[config.mk]
export PLATFORM = sky130hd
export DESIGN_NAME = spidac_rx
export DESIGN_NICKNAME = d
export VERILOG_FILES = /design/src/rtl/spidac_rx.sv
export SDC_FILE = /design/constraint.sdc
export NUM_CORES = 1
export LEC_CHECK = 0
export CAP_MARGIN = 20
export CORE_MARGIN = 2
export CORE_UTILIZATION = 46
export DETAILED_ROUTE_END_ITERATION = 16
export HOLD_SLACK_MARGIN = 0.03
export PLACE_DENSITY = 0.67
export SYNTH_ARGS = -nofsm -noshare
export SYNTH_HDL_FRONTEND = slang
export SYNTH_SLANG_ARGS = --single-unit
[constraint.sdc]
create_clock -name clock50Mhz -period 4.2 [get_ports clock50Mhz]
set_input_delay 1.05 -clock clock50Mhz [delete_from_list [all_inputs] [get_ports clock50Mhz]]
set_output_delay 1.05 -clock clock50Mhz [all_outputs]
set_load 0.01 [all_outputs]
[src/rtl/spidac_rx.sv]
// SPI receiver/monitor for the spidac DAC link: oversampled deserialiser with
// DAC-style input/holding and loaded registers, plus a six-entry register window.
module spidac_rx #(
    parameter int unsigned FRAME_BITS = 16,
    parameter logic [7:0]  BASE_ADDR  = 8'h40
) (
    input  logic        clock50Mhz,
    input  logic        reset,
    input  logic        rx_SCK,
    input  logic        rx_nCS,
    input  logic        rx_SDI,
    input  logic        rx_nLDAC,
    input  logic [7:0]  addr,
    input  logic [7:0]  data,
    input  logic        write,
    output logic [7:0]  data_out,
    output logic [15:0] dac_value,
    output logic        frame_pulse,
    output logic        load_pulse,
    output logic        frame_err
);

    localparam int unsigned CNT_W = $clog2(FRAME_BITS + 2);
    localparam logic [CNT_W-1:0] BITS_FULL = CNT_W'(FRAME_BITS);
    localparam logic [CNT_W-1:0] BITS_SAT  = CNT_W'(FRAME_BITS + 1);
    localparam logic [7:0] ADDR_STAT = 8'(BASE_ADDR + 8'd5);

    typedef enum logic {IDLE, SHIFT} state_t;

    state_t state, state_nxt;

    logic sck_s1, sck_s2, sck_d;
    logic ncs_s1, ncs_s2, ncs_d;
    logic sdi_s1, sdi_s2, sdi_d;
    logic ldac_s1, ldac_s2, ldac_d;
    logic [1:0] settle;
    logic settled_c;
    logic sck_rise_q, ncs_fall_q, ncs_rise_q, ldac_fall_q;

    logic [FRAME_BITS-1:0] shift_q;
    logic [FRAME_BITS-1:0] holding;
    logic [CNT_W-1:0]      bit_cnt;
    logic [7:0]            frame_cnt, err_cnt, load_cnt;
    logic                  pending, overrun;

    logic       start_c, shift_c, frame_ok_c, frame_bad_c, clr_c;
    logic [7:0] off_c, rd_c;
    logic       unused_c;

    assign unused_c  = ^data[7:1];
    // Edges seen while the synchronisers still hold reset values are not real
    assign settled_c = (settle == 2'd3);

    // Synchronisers, edge detect and registered edge strobes
    always_ff @(posedge clock50Mhz or posedge reset) begin
        if (reset) begin
            sck_s1      <= 1'b0; sck_s2  <= 1'b0; sck_d  <= 1'b0;
            ncs_s1      <= 1'b1; ncs_s2  <= 1'b1; ncs_d  <= 1'b1;
            sdi_s1      <= 1'b0; sdi_s2  <= 1'b0; sdi_d  <= 1'b0;
            ldac_s1     <= 1'b1; ldac_s2 <= 1'b1; ldac_d <= 1'b1;
            settle      <= 2'd0;
            sck_rise_q  <= 1'b0;
            ncs_fall_q  <= 1'b0;
            ncs_rise_q  <= 1'b0;
            ldac_fall_q <= 1'b0;
        end else begin
            sck_s1  <= rx_SCK;   sck_s2  <= sck_s1;  sck_d  <= sck_s2;
            ncs_s1  <= rx_nCS;   ncs_s2  <= ncs_s1;  ncs_d  <= ncs_s2;
            sdi_s1  <= rx_SDI;   sdi_s2  <= sdi_s1;  sdi_d  <= sdi_s2;
            ldac_s1 <= rx_nLDAC; ldac_s2 <= ldac_s1; ldac_d <= ldac_s2;
            if (!settled_c) begin
                settle <= settle + 2'd1;
            end
            sck_rise_q  <= settled_c &  sck_s2  & ~sck_d;
            ncs_fall_q  <= settled_c & ~ncs_s2  &  ncs_d;
            ncs_rise_q  <= settled_c &  ncs_s2  & ~ncs_d;
            ldac_fall_q <= settled_c & ~ldac_s2 &  ldac_d;
        end
    end

    // Receiver state register
    always_ff @(posedge clock50Mhz or posedge reset) begin
        if (reset) begin
            state <= IDLE;
        end else begin
            state <= state_nxt;
        end
    end

    // Receiver next state and frame classification
    always_comb begin
        state_nxt   = state;
        start_c     = 1'b0;
        shift_c     = 1'b0;
        frame_ok_c  = 1'b0;
        frame_bad_c = 1'b0;
        case (state)
            IDLE: begin
                if (ncs_fall_q) begin
                    state_nxt = SHIFT;
                    start_c   = 1'b1;
                end
            end
            SHIFT: begin
                if (ncs_rise_q) begin
                    state_nxt = IDLE;
                    if (bit_cnt == BITS_FULL) begin
                        frame_ok_c = 1'b1;
                    end else if (bit_cnt != '0) begin
                        frame_bad_c = 1'b1;
                    end
                end else if (sck_rise_q) begin
                    shift_c = 1'b1;
                end
            end
            default: state_nxt = IDLE;
        endcase
    end

    assign clr_c = write && (addr == ADDR_STAT) && data[0];
    assign off_c = addr - BASE_ADDR;

    // Register window read mux
    always_comb begin
        rd_c = 8'h00;
        case (off_c)
            8'd0:    rd_c = dac_value[7:0];
            8'd1:    rd_c = dac_value[15:8];
            8'd2:    rd_c = frame_cnt;
            8'd3:    rd_c = err_cnt;
            8'd4:    rd_c = load_cnt;
            8'd5:    rd_c = {6'b0, overrun, pending};
            default: rd_c = 8'h00;
        endcase
    end

    // Datapath, counters, status and registered outputs
    always_ff @(posedge clock50Mhz or posedge reset) begin
        if (reset) begin
            shift_q     <= '0;
            holding     <= '0;
            bit_cnt     <= '0;
            frame_cnt   <= 8'd0;
            err_cnt     <= 8'd0;
            load_cnt    <= 8'd0;
            pending     <= 1'b0;
            overrun     <= 1'b0;
            dac_value   <= 16'd0;
            data_out    <= 8'd0;
            frame_pulse <= 1'b0;
            load_pulse  <= 1'b0;
            frame_err   <= 1'b0;
        end else begin
            frame_pulse <= frame_ok_c;
            frame_err   <= frame_bad_c;
            load_pulse  <= ldac_fall_q;
            data_out    <= rd_c;

            if (start_c) begin
                shift_q <= '0;
                bit_cnt <= '0;
            end else if (shift_c) begin
                shift_q <= {shift_q[FRAME_BITS-2:0], sdi_d};
                if (bit_cnt != BITS_SAT) begin
                    bit_cnt <= bit_cnt + CNT_W'(1);
                end
            end

            // Load samples the old holding value even when a frame lands this cycle
            if (frame_ok_c) begin
                holding <= shift_q;
            end
            if (ldac_fall_q) begin
                dac_value <= 16'(holding);
            end

            if (clr_c) begin
                frame_cnt <= 8'd0;
                err_cnt   <= 8'd0;
                load_cnt  <= 8'd0;
                pending   <= 1'b0;
                overrun   <= 1'b0;
            end else begin
                if (frame_ok_c && frame_cnt != 8'hFF) begin
                    frame_cnt <= frame_cnt + 8'd1;
                end
                if (frame_bad_c && err_cnt != 8'hFF) begin
                    err_cnt <= err_cnt + 8'd1;
                end
                if (ldac_fall_q && load_cnt != 8'hFF) begin
                    load_cnt <= load_cnt + 8'd1;
                end
                if (frame_ok_c) begin
                    pending <= 1'b1;
                    if (pending) begin
                        overrun <= 1'b1;
                    end
                end else if (ldac_fall_q) begin
                    pending <= 1'b0;
                end
            end
        end
    end

endmodule

# Word-level counts from Yosys, hierarchy flattened

Cells that the tools add are included.
Widths: inputs -> output; s select.

Output and inout port bits: 27
Bits of input ports: 23
Logic and storage cells: 111
Register bits after elaboration: 109

Reduce and logical (&&, ||, !) cells: 17
Eq/ne operators: 12
Add/subtract/negate cells: 6
Mux-type cells: 32
Bitwise gates (word level): 13

Operators with widths:

| kind                | number |
|---|---|
| $mux 8              | 6 |
| $pmux 8 s6          | 1 |
| $mux 16             | 2 |
| $add 8x1->8 const B | 3 |
| $ne 8x8->1 const B  | 3 |
| $mux 1              | 19 |
| $eq 8x2->1 const B  | 2 |
| $eq 8x3->1 const B  | 2 |
| $mux 5              | 3 |
| $reduce_bool 2->1   | 7 |
| $and 1x1->1         | 8 |
| $eq 8x1->1 const B  | 1 |
| $eq 8x7->1 const B  | 1 |
| $logic_not 8->1     | 1 |
| $sub 8x7->8 const B | 1 |
| $add 5x1->5 const B | 1 |
| $eq 5x5->1 const B  | 1 |
| $logic_and 1x1->1   | 5 |
| $ne 5x5->1 const B  | 1 |
| $not 1->1           | 5 |
| $reduce_bool 5->1   | 1 |
| $reduce_and 2->1    | 2 |
| $reduce_bool 3->1   | 1 |
| $add 2x1->2 const B | 1 |
| other kinds (2)     | 2 |

# Longest topological paths before layout

Gate-level depths: netlist of run 1.

Depth after elaboration: 8
Gate-level depth with buffers: 9
Depth with buffers taken out: 7

# Least setup slack after synthesis of run 1

Ideal clock, no wire load.

Kind: input port to flip-flop
Start: in addr[1]
End: reg data_out[0]
Buffers on the path: 1
Arrival time: 2260 ps
Setup time: 65 ps
Cell stages on the path: 5
Slack: 1875 ps
Required time: 4135 ps
Path through: buf_2 > nor4_1 > nand2_1 > nor3b_2 > a21o_1

Cells in the longest elaborated chain, start to end: 3
Elaborated cells between the ends (all ways): 8
Classes of those cells: 1 x add/sub; 5 x eq/ne; 1 x mux; 1 x reduce/logical

RTL lines:

| what                               | RTL line | RTL |
|---|---|---|
| start: declaration                 | 13       | `input logic [7:0] addr,` |
| $sub 8x7->8 (*)                    | 121      | `assign off_c = addr - BASE_ADDR;` |
| $eq 8x3->1 (tied with other cells) | 126      | `case (off_c)` |
| $pmux 8 s6 (*)                     | 126      |  |
| via rd_c[0]                        | 47       | `logic [7:0] off_c, rd_c;` |
| end signal: assignment             | 157      | `data_out <= rd_c;` |
| end: declaration                   | 16       | `output logic [7:0] data_out,` |

Mark *: on every way through the listed nets, which the timed path passes. The rest lies on a longest branch.
A chain may end at the register's enable or synchronous reset.

# Worst setup path in the final report of run 1

Start: in addr[1]
End: reg frame_cnt[3]

Cells in the longest elaborated chain, start to end: 4
Elaborated cells between the ends (all ways): 5
Classes of those cells: 1 x eq/ne; 1 x mux; 3 x reduce/logical

RTL lines:

| what                                               | RTL line | RTL |
|---|---|---|
| $eq 8x7->1 (*)                                     | 120      | `assign clr_c = write && (addr == ADDR_STAT) && data[0];` |
| $logic_and 1x1->1 (*) (2 in series)                | 120      |  |
| $mux 8 / $reduce_bool 2->1 (equally long branches) | -        |  |
| end signal: assignment                             | 185      | `frame_cnt <= frame_cnt + 8'd1;` |
| end: declaration                                   | 43       | `logic [7:0] frame_cnt, err_cnt, load_cnt;` |

Mark *: on every way between the ends. The rest lies on a longest branch, timed or not.

==> impl_results.md, run 1 <==
- Fraction of synthesis flops using an asynchronous set or reset pin: 1.00
- Mux cell area share after synthesis: 0.0917
- Cell chain of the critical path: clkdlybuf4s50_1, nor4_1, and3_1, buf_4, a211o_1, nand2_1
- Total detailed-routing wirelength: 9800 um
- Die Width: roughly 100 um
- Tmin final: 2.84 ns
- Clk Tree Root Cell: clkbuf_8
- Maximum clock frequency: 0.353 GHz
- Post-route clock period utilization: 0.675
- Most frequent cell after synthesis: dfrtp_1
- Area share of and/or/nand/nor cells after synthesis: 0.180
- Initial cell density of the core: 0.477
- Number of nets in the layout: about 500
- Crit end category: flop
- Net count after synthesis: ~450
- Seq cells post-synth: 109
- Number of hold-slack violations in the final timing report: 0
- Port buffer count: 42
- Largest net degree at the start of global routing: 65
- Critical Path Start: addr[1]
- CTS tree: done
- Number of pins exceeding their max-slew limit in the final report: 0
- Worst setup endpoint: frame_cnt[3]
- LEAKAGE: 0.00246 uW
- Share of final-layout standard cells stronger than drive strength 1: 0.121
- VDD IR-drop max: 0.181 mV
- Most frequent cells after synthesis: dfrtp_1 (103), nand2_1 (94), a21oi_1 (26)
- Number of cell rows: 36
- Number of global-route vias before repair: ~3200
- Fraction of the yosys area taken by sequential cells: 0.584
- Via density per instance: 5.52
- Total number of vias: ~3300
- Launching element type of the critical path: input port
- Worst path required time: roughly 4.5 ns
- Level count of the clock H-tree: 3
- Antenna violations before repair: 0
- Ant. Diodes: 0
- End of the worst register-to-register path: err_cnt[7]
- Critical-path top delay cell: clkdlybuf4s50_1
- Synthesized netlist cell count: about 420
- Clk pin slew, worst setup/hold paths: 0.12 ns
- Number of top-level design ports: 50
- Netlist Area Pre-Place: between 4000 and 5000 um^2
- Top flip-flop cell by instance count after synthesis: dfrtp_1
- Worst Tran Pin Value: 0.818 ns
- Placeable core region: just under 10000 um^2
- Die boundary height: approximately 100 um
- Post-Synth XOR/XNOR Area: 0.0187
- Number of cells traversed by the worst register-to-register path: 5
- Final setup violating endpoints: 0
- Cell type with the highest aggregate area in the netlist: dfrtp_1
- Post-Synthesis Mean Instance Area: between 10 and 15 um^2
- Crit Path Class: in2reg
- Global-route wire length before repair: 16200 um
- Worst-path fanout max: 14
- Number of max-cap violations: 0
- Skew final: between 0.01 and 0.015 ns
- Total of hold buffers inserted after clock tree synthesis: 0
- Headroom to the max-slew limit: 0.454
- Number of enable-type register cells in the synthesized netlist: 0
- Total number of yosys warnings: 0
- Clock Tree Buf Depth: 2
- Power density over the cells: 418 nW/um^2
- Unrepaired setup endpoints after global routing: false
- Dominant combinational cell family by area after synthesis: simple AND/OR/NAND/NOR gates
- Fraction of the mapped netlist area in compound gates: 0.0794
- Final setup TNS: 0 ns
- Number of setup buffers added after CTS: 0
- Synth cell types: 48
- Inserted Clock Buffers: 9
- FF-to-FF Start: err_cnt[0]
- Iteration-0 DRC Markers: 189
- Overall Global Routing Usage: 0.186
- Layout area overhead: 16.2%
- Hold slack final: 0.352 ns
- Die Outline Area: 11000 um^2
- Number of remaining DRC errors: 0
- Number of fillers in the final layout: 896
- CP arrival: 3.10 ns
- Source-to-sink clock delay at the later pin of the worst-skew pair: 0.38 ns
- Final routed wire length divided by cell count: 16.2 um
- Final GP Congestion: roughly 0.84
- Post-DRT Antenna Nets: 0
- Flop-to-flop setup slack: 2.17 ns
- Outcome: finished, final reports clean
- CTS sink cnt: 109
- Arithmetic-cell share of the synthesized area counting full adders, half adders and majority gates: 0.0187
- GRT overflow: 0
- Drt pass-1 iters: 5
- Sum of net half-perimeters after detailed placement: between 6000 and 7000 um
- Resized Gates After CTS: 0
- Biggest area contributors in the synthesized netlist: dfrtp_1 (55%), nand2_1 (7.5%), mux2_2 (4.6%)
- Share of the synthesized area in the top cell type: 0.551
- CP peak stage delay: 0.62 ns
- Path class of the lowest-slack min-delay path: reg2reg
[flip-flops by register name, indices dropped and copies added, names as in the netlist, 2 cells and up]
register   cells
settle         2
err_cnt        8
load_cnt       8
dac_value     16
holding       16
bit_cnt        5
data_out       8
shift_q       16
frame_cnt      8
[critical path: cells and delay by family]
kind,cells,cell delay [ns]
buf+inv,2,0.91
simple gates,3,1.02
compound gates,1,0.12
[through the flow]
stage               area (um^2)  total power [uW]   util  cells  setup slack [ns]
finish                     5440              2270  0.554    604              1.36
global route               5440              2390  0.554    604              1.31
CTS                        5440              2280  0.554    604              1.37
detailed placement         5250              1670  0.535    588             0.981
global placement           5250              1650  0.535    588              1.04
floorplan                  4680              1540      -    424             0.286
[logic make-up (layout without fill, tap and decap cells)]
logic type	count (synthesis)	after routing
adder cells (fa/ha/maj)	7	7
XOR/XNOR	10	10
multiplexers	33	33
flip-flops	109	109
AND/OR/NAND/NOR	176	176
AO/OA/AOI/OAI	59	59
buffers and inverters	30	77
[layout by cell type (no fill, tap or decap), types with 4 or more instances in the layout]
cell type	n
a21oi_1	26
and3_1	4
and4_1	6
buf_4	5
clkbuf_8	9
clkdlybuf4s50_1	42
dfrtp_1	103
dfstp_2	6
ha_1	7
inv_1	11
inv_6	4
mux2_2	19
mux2i_1	8
mux4_2	6
nand2_1	94
nand3_1	12
nand4_1	8
nor2_1	20
nor4_1	5
o211ai_1	4
o21ai_0	6
o2bb2ai_1	6
or3_1	4
xor2_1	8
[layer usage]
metal	share of wire	vias up	GRT usage
met5	0	-	0
met4	0.015	0	0.0581
met3	0.047	15	0.0268
met2	0.48	92	0.308
met1	0.46	1658	0.253
li1	-	1568	-
[final cells by class]
cell class              count  area [um^2]  area share
inverters                  13         51.3     0.00943
clock buffers               9          124      0.0228
multi-input cells         285         1820       0.335
well taps                 133          166      0.0306
repair buffers             48          478      0.0879
flip-flops and latches    109         2740       0.503
clock inverters             7         62.6      0.0115
[report_power, final]
group | switching [uW] | internal (uW)
clock | 389 | 230
combinational | 188 | 157
sequential | 149 | 1160
[worst min path at each step]
stage / cells after the start / startpoint / endpoint
final: 0 / sdi_s1 / sdi_s2
after global routing: 0 / sdi_s1 / sdi_s2
after CTS: 0 / sdi_s1 / sdi_s2
after detailed placement: 0 / sdi_s2 / sdi_d
after global placement: 0 / sdi_s1 / sdi_s2
after floorplan: 0 / sck_s1 / sck_s2
(Power assumes the default switching activity.)
==> run 2, diff against run 1 <==
--- a/config.mk
+++ b/config.mk
@@ -10,7 +10,7 @@
 export CORE_UTILIZATION = 46
 export DETAILED_ROUTE_END_ITERATION = 16
 export HOLD_SLACK_MARGIN = 0.03
-export PLACE_DENSITY = 0.67
+export PLACE_DENSITY = 0.7
 export SYNTH_ARGS = -nofsm -noshare
 export SYNTH_HDL_FRONTEND = slang
 export SYNTH_SLANG_ARGS = --single-unit
==> constraint.sdc (replaced) <==
create_clock -name clock50Mhz -period 2.34 [get_ports clock50Mhz]
set_input_delay 0.585 -clock clock50Mhz [delete_from_list [all_inputs] [get_ports clock50Mhz]]
set_output_delay 0.585 -clock clock50Mhz [all_outputs]
set_load 0.01 [all_outputs]
==> run 2 against run 1 <==
Cell area increased by 2.7%. Total power is 88% higher. Die area is the same. Critical path depth decreased by 1. Utilization up 1.5 points. Worst hold slack got worse by 0.0016 ns. Non-clock buffer count increased by 10. Count of clock-buffer cells in the layout increased by 1. Global-route usage grew 0.25 points. First-iteration DRC count is 28% lower.
==> impl_results.md, run 2 (same netlist as run 1, synthesis figures left out) <==
- Outcome: finished, final reports clean
- Smallest setup slack after layout: 0.312 ns (-1.05 ns)
- Clk Tree Root Cell: clkbuf_8
- Worst Tran Pin Value: 0.512 ns (-0.306 ns)
- Drt pass-1 iters: 4 (-1)
- Number of top-level design ports: 50 (unchanged)
- Overall Global Routing Usage: 0.188 (+0.00250)
- Placeable core region: 9820 um^2 (unchanged)
- Final routed wire length divided by cell count: 15.4 um (-5.0%)
- Die Outline Area: 11000 um^2 (unchanged)
- Flop-to-flop setup slack: 0.31 ns (-1.86 ns)
- Unrepaired setup endpoints after global routing: false
- Overall power: 4260 uW (+88%)
- Share of final-layout standard cells stronger than drive strength 1: 0.139 (+0.0183)
- Post-route clock period utilization: 0.867
- GRT overflow: 0 (unchanged)
- Inserted Clock Buffers: 9 (unchanged)
- Final setup violating endpoints: 0 (unchanged)
- Maximum clock frequency: 0.493 GHz
- Skew final: 0.0114 ns (-0.00121 ns)
- Number of setup buffers added after CTS: 0 (unchanged)
- Total detailed-routing wirelength: 9470 um (-3.4%)
- Largest net degree at the start of global routing: 48 (-26%)
- Placed cell area: 5350 um^2 (+1.9%)
- Number of pins exceeding their max-slew limit in the final report: 0 (unchanged)
- Crit Path Class: reg2reg
- Commonest cells after routing, fill and taps aside: dfrtp_1 (103), nand2_1 (94), clkdlybuf4s50_1 (42), a21oi_1 (26), nor2_1 (20)
- Level count of the clock H-tree: 3 (unchanged)
- CP arrival: 2.33 ns (-0.77 ns)
- CTS tree: done
- VDD IR-drop max: 0.511 mV (+180%)
- Layout area overhead: 19.3%
- Hold slack final: 0.350 ns (-0.00163 ns)
- Post-DRT Antenna Nets: 0 (unchanged)
- Launching element type of the critical path: flop
- Worst path required time: 2.64 ns (-1.83 ns)
- Port buffer count: 42 (unchanged)
- Number of cell rows: 36 (unchanged)
- P_sw: 1250 uW (+72%)
- Final GP Congestion: 0.814 (-3.1%)
- Source-to-sink clock delay at the later pin of the worst-skew pair: 0.38 ns (about the same)
- Ant. Diodes: 0 (unchanged)
- Fraction of power consumed by combinational cells: 0.150 (-0.002)
- Number of nets in the layout: 506 (+2.0%)
- Post-route cell area: 5580 um^2 (+2.7%)
- Resized Gates After CTS: 0 (unchanged)
- Path class of the lowest-slack min-delay path: reg2reg
- Cell internal power dissipation: 3010 uW (+95%)
- Antenna violations before repair: 0 (unchanged)
- Tmin final: 2.03 ns
- Clock power frac: 0.300 (+0.027)
- Via density per instance: 5.39 (-2.4%)
- Initial cell density of the core: 0.477 (unchanged)
- Most frequent standard cell in the layout excluding fill and tap cells: dfrtp_1
- Power density over the cells: 764 nW/um^2 (+83%)
- Post-placement setup slack: 0.0459 ns (-0.935 ns)
- LEAKAGE: 0.00253 uW (+2.8%)
- Iteration-0 DRC Markers: 137 (-28%)
- Worst-path fanout max: 12 (-2)
- Sum of net half-perimeters after detailed placement: 6650 um (+1.6%)
- Net switching share of the total power: 0.293 (-0.0267)
- Final setup TNS: 0 ns (unchanged)
- Clock Tree Buf Depth: 2 (unchanged)
- Leading registers by flop count: dac_value x16, holding x16, shift_q x16
- Sequential group share of total power: 0.550 (-0.025)
- Number of hold-slack violations in the final timing report: 0 (unchanged)
- Number of remaining DRC errors: 0 (unchanged)
- Number of global-route vias before repair: 3256 (+1.7%)
- Total number of vias: 3307 (-0.78%)
- CTS sink cnt: 109 (unchanged)
- Headroom to the max-slew limit: 0.655 (+0.201)
- Global-route wire length before repair: 16400 um (+1.0%)
- Clk pin slew, worst setup/hold paths: 0.11 ns (about the same)
- Die Width: 105 um (unchanged)
- Number of max-cap violations: 0 (unchanged)
- Crit end category: flop
- Die boundary height: 105 um (unchanged)
- Total of hold buffers inserted after clock tree synthesis: 0 (unchanged)
-- run 2: cell count changes in the layout (fill, tap and decap cells not counted), sizes merged --
cell      change
clkbuf        +1
bufinv        +2
clkinvlp      +2
buf          +10
inv           -4
clkinv        -1
-- run 2: metrics by stage --
step	utilization	cells
detailed placement	0.545	598
global placement	0.545	598
finish	0.569	614
global route	0.569	614
CTS	0.569	614
floorplan	-	424
-- run 2: layout make-up --
cell class / count / area (um^2)
fillers: 864 / 4240
flip-flops and latches: 109 / 2740
multi-input cells: 285 / 1820
repair buffers: 58 / 578
well taps: 133 / 166
clock buffers: 10 / 138
clock inverters: 6 / 92.6
inverters: 13 / 52.6
-- run 2: worst paths after layout --
check,end,from,cells after the start
max,err_cnt[7],err_cnt[0],5
min,sdi_d,sdi_s2,0
max reg2reg,err_cnt[7],err_cnt[0],5
min reg2reg,sdi_d,sdi_s2,0
max in group asynchronous,ldac_s1,reset,3
min in group asynchronous,shift_q[0],reset,2
-- run 2: worst max-delay path: stages (launching register included) --
cell and delay [ns]:
dfrtp_1 0.43, ha_1 0.27, and3_1 0.18, a211o_1 0.43
or4_1 0.51, a21oi_1 0.15
-- run 2: power groups by stage --
stage / clock, uW / combinational (uW) / sequential [uW]
after global placement: 0 / 611 / 2370
after CTS: 1310 / 651 / 2340
after floorplan: 0 / 475 / 2290
final: 1280 / 641 / 2340
after global routing: 1390 / 737 / 2390
after detailed placement: 0 / 646 / 2370
-- run 2: per-layer routing --
metal / track usage / up-vias / share of wire
met3: 0.0505 / 13 / 0.051
met2: 0.300 / 87 / 0.48
met4: 0.0667 / 0 / 0.018
met5: 0 / - / 0
li1: - / 1575 / -
met1: 0.249 / 1632 / 0.45
